### src/rtl/simple_vec_pkg.sv
// simple_vec_pkg: shared states and constants for the simple_vec_driver stimulus/checker
package simple_vec_pkg;
  typedef enum logic [2:0] {
    IDLE  = 3'd0,
    PRIME = 3'd1,
    RUN   = 3'd2,
    DRAIN = 3'd3,
    DONE  = 3'd4
  } state_e;
  localparam int          PRIME_CYC = 2;
  localparam logic [15:0] LFSR_TAPS = 16'h002D;
  localparam logic [15:0] DEF_SEED  = 16'hACE1;
endpackage

### src/rtl/simple_lfsr.sv
// simple_lfsr: right-shifting Fibonacci LFSR; load reseeds, adv steps once, q is the state
module simple_lfsr
  import simple_vec_pkg::*;
#(
  parameter int           W    = 16,
  parameter logic [W-1:0] TAPS = W'(LFSR_TAPS),
  parameter logic [W-1:0] SEED = W'(DEF_SEED)
) (
  input  logic         clk,
  input  logic         rst_n,
  input  logic         load,
  input  logic         adv,
  output logic [W-1:0] q
);
  always_ff @(posedge clk or negedge rst_n)
    if (!rst_n) q <= SEED;
    else if (load) q <= SEED;
    else if (adv) q <= {^(q & TAPS), q[W-1:1]};
endmodule

### src/rtl/simple_vec_driver.sv
// simple_vec_driver: LFSR stimulus for the `simple` netlist with a cycle-accurate golden compare
// Ports: tau2015_clk/tau2015_rst_n clock and async low reset; start/num_vec run request;
// drv_inp1/drv_inp2 registered drives; dut_out netlist output; busy/done/pass/err_cnt/first_err_idx status.
module simple_vec_driver
  import simple_vec_pkg::*;
#(
  parameter int                LFSR_W = 16,
  parameter logic [LFSR_W-1:0] SEED   = LFSR_W'(DEF_SEED),
  parameter int                CNT_W  = 16
) (
  input  logic             tau2015_clk,
  input  logic             tau2015_rst_n,
  input  logic             start,
  input  logic [CNT_W-1:0] num_vec,
  output logic             drv_inp1,
  output logic             drv_inp2,
  input  logic             dut_out,
  output logic             busy,
  output logic             done,
  output logic             pass,
  output logic [CNT_W-1:0] err_cnt,
  output logic [CNT_W-1:0] first_err_idx
);
  state_e             st, nxt;
  logic [CNT_W-1:0]   n_q, cnt, err_nxt;
  logic [LFSR_W-1:0]  lfsr;
  logic               mq, accept, run_nxt, mis;
  assign accept  = st == IDLE && start;
  assign run_nxt = nxt == RUN;
  // the netlist's out is ~q, so a mismatch is dut_out equal to the model flop
  assign mis     = (st == RUN || st == DRAIN) && dut_out == mq;
  assign err_nxt = mis && err_cnt != '1 ? err_cnt + 1'b1 : err_cnt;
  assign busy    = st != IDLE;
  assign done    = st == DONE;
  always_comb
    nxt = st == IDLE  ? (start ? PRIME : IDLE) :
          st == PRIME ? (cnt == CNT_W'(PRIME_CYC - 1) ? (n_q == '0 ? DRAIN : RUN) : PRIME) :
          st == RUN   ? (cnt == n_q - 1'b1 ? DRAIN : RUN) :
          st == DRAIN ? DONE : IDLE;
  // the LFSR steps as its low bits are captured into the drive flops, one step per RUN cycle
  simple_lfsr #(
    .W   (LFSR_W),
    .TAPS(LFSR_W'(LFSR_TAPS)),
    .SEED(SEED)
  ) u_lfsr (
    .clk  (tau2015_clk),
    .rst_n(tau2015_rst_n),
    .load (accept),
    .adv  (run_nxt),
    .q    (lfsr)
  );
  always_ff @(posedge tau2015_clk or negedge tau2015_rst_n)
    if (!tau2015_rst_n) begin
      st            <= IDLE;
      n_q           <= '0;
      cnt           <= '0;
      mq            <= 1'b0;
      drv_inp1      <= 1'b0;
      drv_inp2      <= 1'b0;
      err_cnt       <= '0;
      first_err_idx <= '1;
      pass          <= 1'b0;
    end else begin
      st       <= nxt;
      mq       <= drv_inp1 & drv_inp2 & ~mq;
      drv_inp1 <= run_nxt & lfsr[0];
      drv_inp2 <= run_nxt & lfsr[1];
      // cnt counts PRIME cycles, then doubles as RUN length and compare index
      cnt      <= accept || (st == PRIME && nxt != PRIME) ? '0 :
                  st == PRIME || st == RUN ? cnt + 1'b1 : cnt;
      if (accept) begin
        n_q           <= num_vec;
        err_cnt       <= '0;
        first_err_idx <= '1;
        pass          <= 1'b0;
      end else begin
        err_cnt <= err_nxt;
        if (mis && err_cnt == '0) first_err_idx <= cnt;
        if (st == DRAIN) pass <= err_nxt == '0;
      end
    end
endmodule

### config.mk
export PLATFORM = sky130hd
export DESIGN_NAME = simple_vec_driver
export DESIGN_NICKNAME = d
export VERILOG_FILES = /design/src/rtl/simple_vec_pkg.sv /design/src/rtl/simple_lfsr.sv /design/src/rtl/simple_vec_driver.sv
export SDC_FILE = /design/constraint.sdc
export NUM_CORES = 1
export LEC_CHECK = 0
export ABC_CLOCK_PERIOD_IN_PS = 3250
export CAP_MARGIN = 20
export CORE_MARGIN = 1.5
export CORE_UTILIZATION = 55
export CTS_BUF_LIST = sky130_fd_sc_hd__clkbuf_8
export CTS_CLUSTER_DIAMETER = 120
export DETAILED_ROUTE_END_ITERATION = 16
export GPL_TIMING_DRIVEN = 0
export HOLD_SLACK_MARGIN = 0.1
export PLACE_DENSITY = 0.82
export SYNTH_ARGS = -nofsm -noshare
export SYNTH_HDL_FRONTEND = slang
export SYNTH_SLANG_ARGS = --single-unit
export TNS_END_PERCENT = 50
### constraint.sdc
create_clock -name tau2015_clk -period 3.25 [get_ports tau2015_clk]
set_input_delay 0.65 -clock tau2015_clk [delete_from_list [all_inputs] [get_ports tau2015_clk]]
set_output_delay 0.65 -clock tau2015_clk [all_outputs]
set_load 0.02 [all_outputs]
==> results of run 1 <==
-- sequential cells by signal, indices dropped and copies added (netlist names) --
register       flops
cnt               16
drv_inp1           1
drv_inp2           1
err_cnt           16
first_err_idx     16
mq                 1
n_q               16
pass               1
st                 3
u_lfsr.q          16
-- per-layer routing --
layer | wire [µm] | share of wire, %
met1 | 4900 | 46
met2 | 5130 | 48
met3 | 472 | 4.4
met4 | 130 | 1.2
met5 | 0 | 0
-- cell type report --
cell class                      count  area (µm²)
Multi-Input combinational cell    395        2450
Inverter                           17        63.8
Timing Repair Buffer               57         586
Buffer                             32         166
Fill cell                         724        2870
Tap cell                          108         135
Clock inverter                      6        67.6
Sequential cell                    87        2210
Clock buffer                       10         138
-- worst max-delay path, delay by kind of cell (launching register included) --
kind	cells	cell delay, ns
mux	1	0.19
compound gates	2	0.39
flops	1	0.36
simple gates	4	1.33
buf+inv	3	0.49
-- worst min path at each step --
| stage | to | start |
|---|---|---|
| detailed placement | mq$_DFF_PN0_ | mq$_DFF_PN0_ |
| global placement | mq$_DFF_PN0_ | mq$_DFF_PN0_ |
| finish | u_lfsr.q[4]$_DFFE_PN0P_ | tau2015_rst_n |
| global route | u_lfsr.q[4]$_DFFE_PN0P_ | tau2015_rst_n |
| CTS | u_lfsr.q[4]$_DFFE_PN0P_ | tau2015_rst_n |
| floorplan | cnt[0]$_DFFE_PN0P_ | tau2015_rst_n |
-- logic make-up after synthesis --
family	count (synthesis)	synth area share (%)
AND/OR/NAND/NOR	253	25.2
flip-flops	87	45.2
AO/OA/AOI/OAI	52	6.84
XOR/XNOR	50	8.96
buffers and inverters	49	4.71
multiplexers	34	7.58
adder cells (fa/ha/maj)	6	1.54
-- report_power, final --
group          total (µW)  internal [µW]  switching, µW
Clock                 786            379            407
Sequential           1080           1080              0
Combinational        48.0           23.6           24.4
Total                1920           1490            432
-- placed cells by master, fill, tap and decap left out, drive strengths merged, types with 3 or more instances in the layout --
| cell type | synthesis | layout |
|---|---|---|
| mux2 | 6 | 6 |
| clkdlybuf4s50 | 0 | 55 |
| ha | 6 | 6 |
| xnor2 | 26 | 26 |
| or2 | 4 | 4 |
| and3 | 5 | 5 |
| nand2b | 5 | 5 |
| and2 | 3 | 3 |
| nor3b | 6 | 6 |
| or3 | 8 | 8 |
| nand2 | 95 | 95 |
| dfrtp | 63 | 63 |
| nor3 | 15 | 15 |
| nor4 | 8 | 8 |
| xor2 | 24 | 24 |
| nor2 | 57 | 57 |
| nand4 | 12 | 12 |
| nor2b | 8 | 8 |
| a21oi | 17 | 17 |
| or4 | 4 | 4 |
| clkbuf | 20 | 30 |
| nand3 | 14 | 14 |
| o21ai | 13 | 13 |
| dfstp | 24 | 24 |
| mux2i | 28 | 28 |
| inv | 17 | 18 |
| buf | 12 | 14 |
| and4 | 3 | 3 |
-- per-stage QoR --
| stage | hold WS [ns] | area (µm²) | setup TNS, ns | instances |
|---|---|---|---|---|
| final | 0.181 | 5810 | 0 | 712 |
| after global routing | 0.175 | 5810 | 0 | 712 |
| after CTS | 0.178 | 5810 | 0 | 712 |
| after detailed placement | 0.458 | 5610 | 0 | 696 |
| after global placement | 0.446 | 5580 | -101.39 | 695 |
| after floorplan | 0.354 | 4890 | 0 | 531 |
==> results.cfg, run 1 <==
[grt]
grt_use_total_pct = 23.7
grt_pass1_vias = 3843
use_met2_pct = 38.0
top_usage_layer = met2
grt_util_met3_pct = 3.17
grt_util_met1_pct = 33.0
grt_pass1_wl_um = 18300
grt_overflow = 0
antenna_found_initial = 0
grt_max_degree = 64

[clock_tree]
path_clk_slew_ns = 0.09
ctsHtreeMaxLevel = 3
cts_resized = 0
cts-root-buf = clkbuf_8
cts-buffers-inserted = 9
clk-insertion-delay-late_ns = 0.36
cts_hold_buf = 0
tritoncts = yes
cts_num_sinks = 87
cts_setup_buffers = 0
cts_max_path_buffers = 2

[die]
die_w_um = 97.3
initial_utilization_pct = 56.3
num_rows = 34
die_area_um2 = 9460
dieHeight_um = 97.3
coreArea_um2 = 8680
io_pins = 57

[synthesis]
synth_top_area_share_pct = 32.3
ys_top_cells_by_area = dfrtp_1 32%, dfstp_2 13%, nand2_1 7.3%
synth_edf_count = 0
yosysTopAreaCell = dfrtp_1
yosysMostFrequentCell = nand2_1
async_flop_share_pct = 100
synth.net_count = 557
synth_area_um2 = 4890
avgSynthCellArea_um2 = 9.20
ys_seq_area_share_pct = 45.2
synth.distinct_cells = 55
synth_top_cells_by_count = 95 x nand2_1, 63 x dfrtp_1, 57 x nor2_1, 28 x mux2i_1, 26 x xnor2_1
yosysWarningCount = 0
ys.flop_type = dfrtp_1
synth_cells = 531
synth-seq-cells = 87

[worst_setup_path]
arrival_ns = 3.12
reg2reg_to = u_lfsr.q[10]$_DFFE_PN1P_
r2r_cells = 10
cp-end-kind = flip-flop
startpoint = n_q[4]$_DFFE_PN0P_
worstReg2RegStart = n_q[4]$_DFFE_PN0P_
critical_path.cell_chain = buf_2, or4_4, nor3_1, nand4b_1, a211oi_1, and4_1, a21bo_1, buf_6, buf_12, mux2i_1
cp_slowest_cell = or4_4
cp_max_fo = 10
setup.worst_path.end = u_lfsr.q[10]$_DFFE_PN1P_
max_stage_delay_ns = 0.58
crit_path_start_kind = flip-flop
critical_path_class = reg -> reg
rrSetupSlack_ns = 0.42
cp.required_ns = 3.54

[detailed_routing]
wl_per_cell_um = 14.9
dr_total_vias = 3943
drtIter0Drc = 289
drt_pass1_iterations = 4
drc = 0
drt.antenna.violating_nets = 0
routed_wl_um = 10600
avgViaCountPerCell = 5.54

[placement]
gp_routability_congestion = 0.885
portBuffers = 56
dp_hpwl_um = 7710
pre_cts_slack_ns = 0.136

[timing]
min_period_ns = 2.83
post-route-period-util_pct = 87.2
hold_viol_final = 0
drv_slew = 0
fin_skew_ns = 0.00628
relSlewSlack_pct = 37.9
fmax_ghz = 0.353
setup_viol = 0
rsz0062_at_grt = no
setup_ws_ns = 0.417
worst_pin_slew_ns = 0.924

[layout]
areaGrowthSynthToFinish_pct = 18.9
n_antenna_cell = 0
drive_gt1_share_pct = 11.3
fin_nets = 625
final_util_pct = 67.0

[power_and_ir_drop]
p_per_area_nw_per_um2 = 330
total_power_uw = 1920
ir_drop_uv = 193
leakagePower_uw = 0.00267

[worst_hold_path]
hp-class = in -> async

[job]
cap_violations = 0

[outcome]
status = finished, final reports clean
No activity file was read; power rests on OpenSTA's default activity.
==> run 2: changes to the inputs <==
--- a/config.mk
+++ b/config.mk
@@ -8,13 +8,13 @@
 export ABC_CLOCK_PERIOD_IN_PS = 3250
 export CAP_MARGIN = 20
 export CORE_MARGIN = 1.5
-export CORE_UTILIZATION = 55
+export CORE_UTILIZATION = 58
 export CTS_BUF_LIST = sky130_fd_sc_hd__clkbuf_8
 export CTS_CLUSTER_DIAMETER = 120
 export DETAILED_ROUTE_END_ITERATION = 16
 export GPL_TIMING_DRIVEN = 0
 export HOLD_SLACK_MARGIN = 0.1
-export PLACE_DENSITY = 0.82
+export PLACE_DENSITY = 0.85
 export SYNTH_ARGS = -nofsm -noshare
 export SYNTH_HDL_FRONTEND = slang
 export SYNTH_SLANG_ARGS = --single-unit
==> run 2 against run 1 <==
Clock power grew 4.3%. Non-clock buffer count is the same. Clock skew rose by 0.0080 ns. Combinational power hardly changed. Power grew 1.8%. Sequential share of layout area barely moved. Flip-flop and latch count unchanged. Die area shrank 5.0%. Cell count shrank 0.42%. Critical path depth is the same. Largest cell class unchanged.
==> results.cfg, run 2 (synthesis results as in run 1) <==
[outcome]
status = finished, final reports clean

[job]
cap_violations = 0

[placement]
gp_routability_congestion = 0.917
dp_hpwl_um = 7680
dpl_cell_area_um2 = 5600
portBuffers = 56
dp_cells = 693

[worst_setup_path]
cp_slowest_cell = or4_4
crit_path_start_kind = flip-flop
r2r_cells = 10
arrival_ns = 3.20
max_stage_delay_ns = 0.57
cp-end-kind = flip-flop
reg2reg_to = u_lfsr.q[8]$_DFFE_PN0P_
cp.required_ns = 3.52
critical_path.cell_chain = buf_2, or4_4, nor3_1, nand4b_1, a211oi_1, and4_1, a21bo_1, buf_6, buf_12, mux2i_1
critical_path_class = reg -> reg
rrSetupSlack_ns = 0.32
worstReg2RegStart = n_q[4]$_DFFE_PN0P_
cp_max_fo = 10

[layout]
n_antenna_cell = 0
fin_nets = 625
regArea_um2 = 2210
areaGrowthSynthToFinish_pct = 19.0
multi_input_area_um2 = 2450
final_cell_mix = 95 x nand2_1, 63 x dfrtp_1, 57 x nor2_1
stdcell_area_um2 = 5820
nFillCells = 635
drive_gt1_share_pct = 10.9
fin_cells = 709
final_common_cell = nand2_1

[timing]
relSlewSlack_pct = 36.2
fmax_ghz = 0.342
fin_skew_ns = 0.0142
tns_ns = 0
hold_viol_final = 0
min_period_ns = 2.93
drv_slew = 0
rsz0062_at_grt = no
post-route-period-util_pct = 90.0
worst_pin_slew_ns = 0.949
setup_viol = 0

[clock_tree]
cts_resized = 0
ctsHtreeMaxLevel = 3
cts_max_path_buffers = 2
tritoncts = yes
cts_hold_buf = 0
cts-root-buf = clkbuf_8
cts_setup_buffers = 0
cts-buffers-inserted = 9
path_clk_slew_ns = 0.09
cts_num_sinks = 87
clk-insertion-delay-late_ns = 0.37

[power_and_ir_drop]
ir_drop_uv = 242
p_per_area_nw_per_um2 = 335
leakagePower_uw = 0.00269

[die]
die_w_um = 94.8
num_rows = 33
io_pins = 57
dieHeight_um = 94.8
initial_utilization_pct = 59.8
coreArea_um2 = 8180
die_area_um2 = 8990

[detailed_routing]
drtIter0Drc = 280
routed_wl_um = 10600
drc = 0
avgViaCountPerCell = 5.69
drt.antenna.violating_nets = 0
wl_per_cell_um = 14.9
drt_pass1_iterations = 5
dr_total_vias = 4037

[grt]
grt_pass1_wl_um = 17900
antenna_found_initial = 0
grt_pass1_vias = 3819
grt_overflow = 0
grt_max_degree = 64
grt_use_total_pct = 25.9

[worst_hold_path]
hp-class = in -> async
-- run 2: changes by cell type in the layout (fill, tap and decap cells not counted), sizes merged --
cell,delta
clkinvlp,-2
inv,+2
bufinv,+1
clkbuf,-1
-- run 2: worst max path at each step --
stage	end	from
detailed placement	first_err_idx[14]$_DFFE_PN1P_	dut_out
CTS	u_lfsr.q[8]$_DFFE_PN0P_	n_q[4]$_DFFE_PN0P_
floorplan	u_lfsr.q[14]$_DFFE_PN0P_	n_q[4]$_DFFE_PN0P_
finish	u_lfsr.q[8]$_DFFE_PN0P_	n_q[4]$_DFFE_PN0P_
global placement	cnt[5]$_DFFE_PN0P_	tau2015_rst_n
global route	u_lfsr.q[8]$_DFFE_PN0P_	n_q[4]$_DFFE_PN0P_
-- run 2: through the flow --
stage                     total power (µW)  setup slack (ns)  hold slack (ns)  util, %
after global routing                  2030             0.199            0.194     71.2
after CTS                             1970             0.370            0.184     71.2
final                                 1950             0.324            0.176     71.2
after global placement                1150             -1.43            0.445     68.2
after floorplan                       1100             0.723            0.354        -
after detailed placement              1150             0.124            0.450     68.5
-- run 2: power by group --
part	leakage, µW	switching (µW)	internal, µW	total [µW]
Clock	0.000116	390	430	820
Combinational	0.00151	24.5	23.6	48.1
Sequential	0.00107	0	1080	1080
Total	0.00269	415	1540	1950
-- run 2: area by class of cell --
cell class,count,area share (%)
Multi-Input combinational cell,395,42.1
Clock buffer,9,2.13
Buffer,32,2.86
Tap cell,105,2.26
Timing Repair Buffer,57,10.1
Sequential cell,87,37.9
Clock inverter,7,1.55
Inverter,17,1.10
-- run 2: worst max-delay path: cells and delay by family, from the launching register on --
| family | cells | cell delay, ns |
|---|---|---|
| and+or+nand+nor | 4 | 1.32 |
| AOI/OAI and AO/OA | 2 | 0.39 |
| buffers and inverters | 3 | 0.49 |
| muxes | 1 | 0.25 |
| DFF | 1 | 0.37 |
-- run 2: routing by layer --
metal / global-route usage, % / vias to the layer above / part of all wire (%)
li1: - / 1937 / -
met1: 35.5 / 1952 / 46
met2: 40.3 / 122 / 46
met3: 5.15 / 26 / 5.3
met4: 10.1 / 0 / 2.1
met5: 0 / - / 0
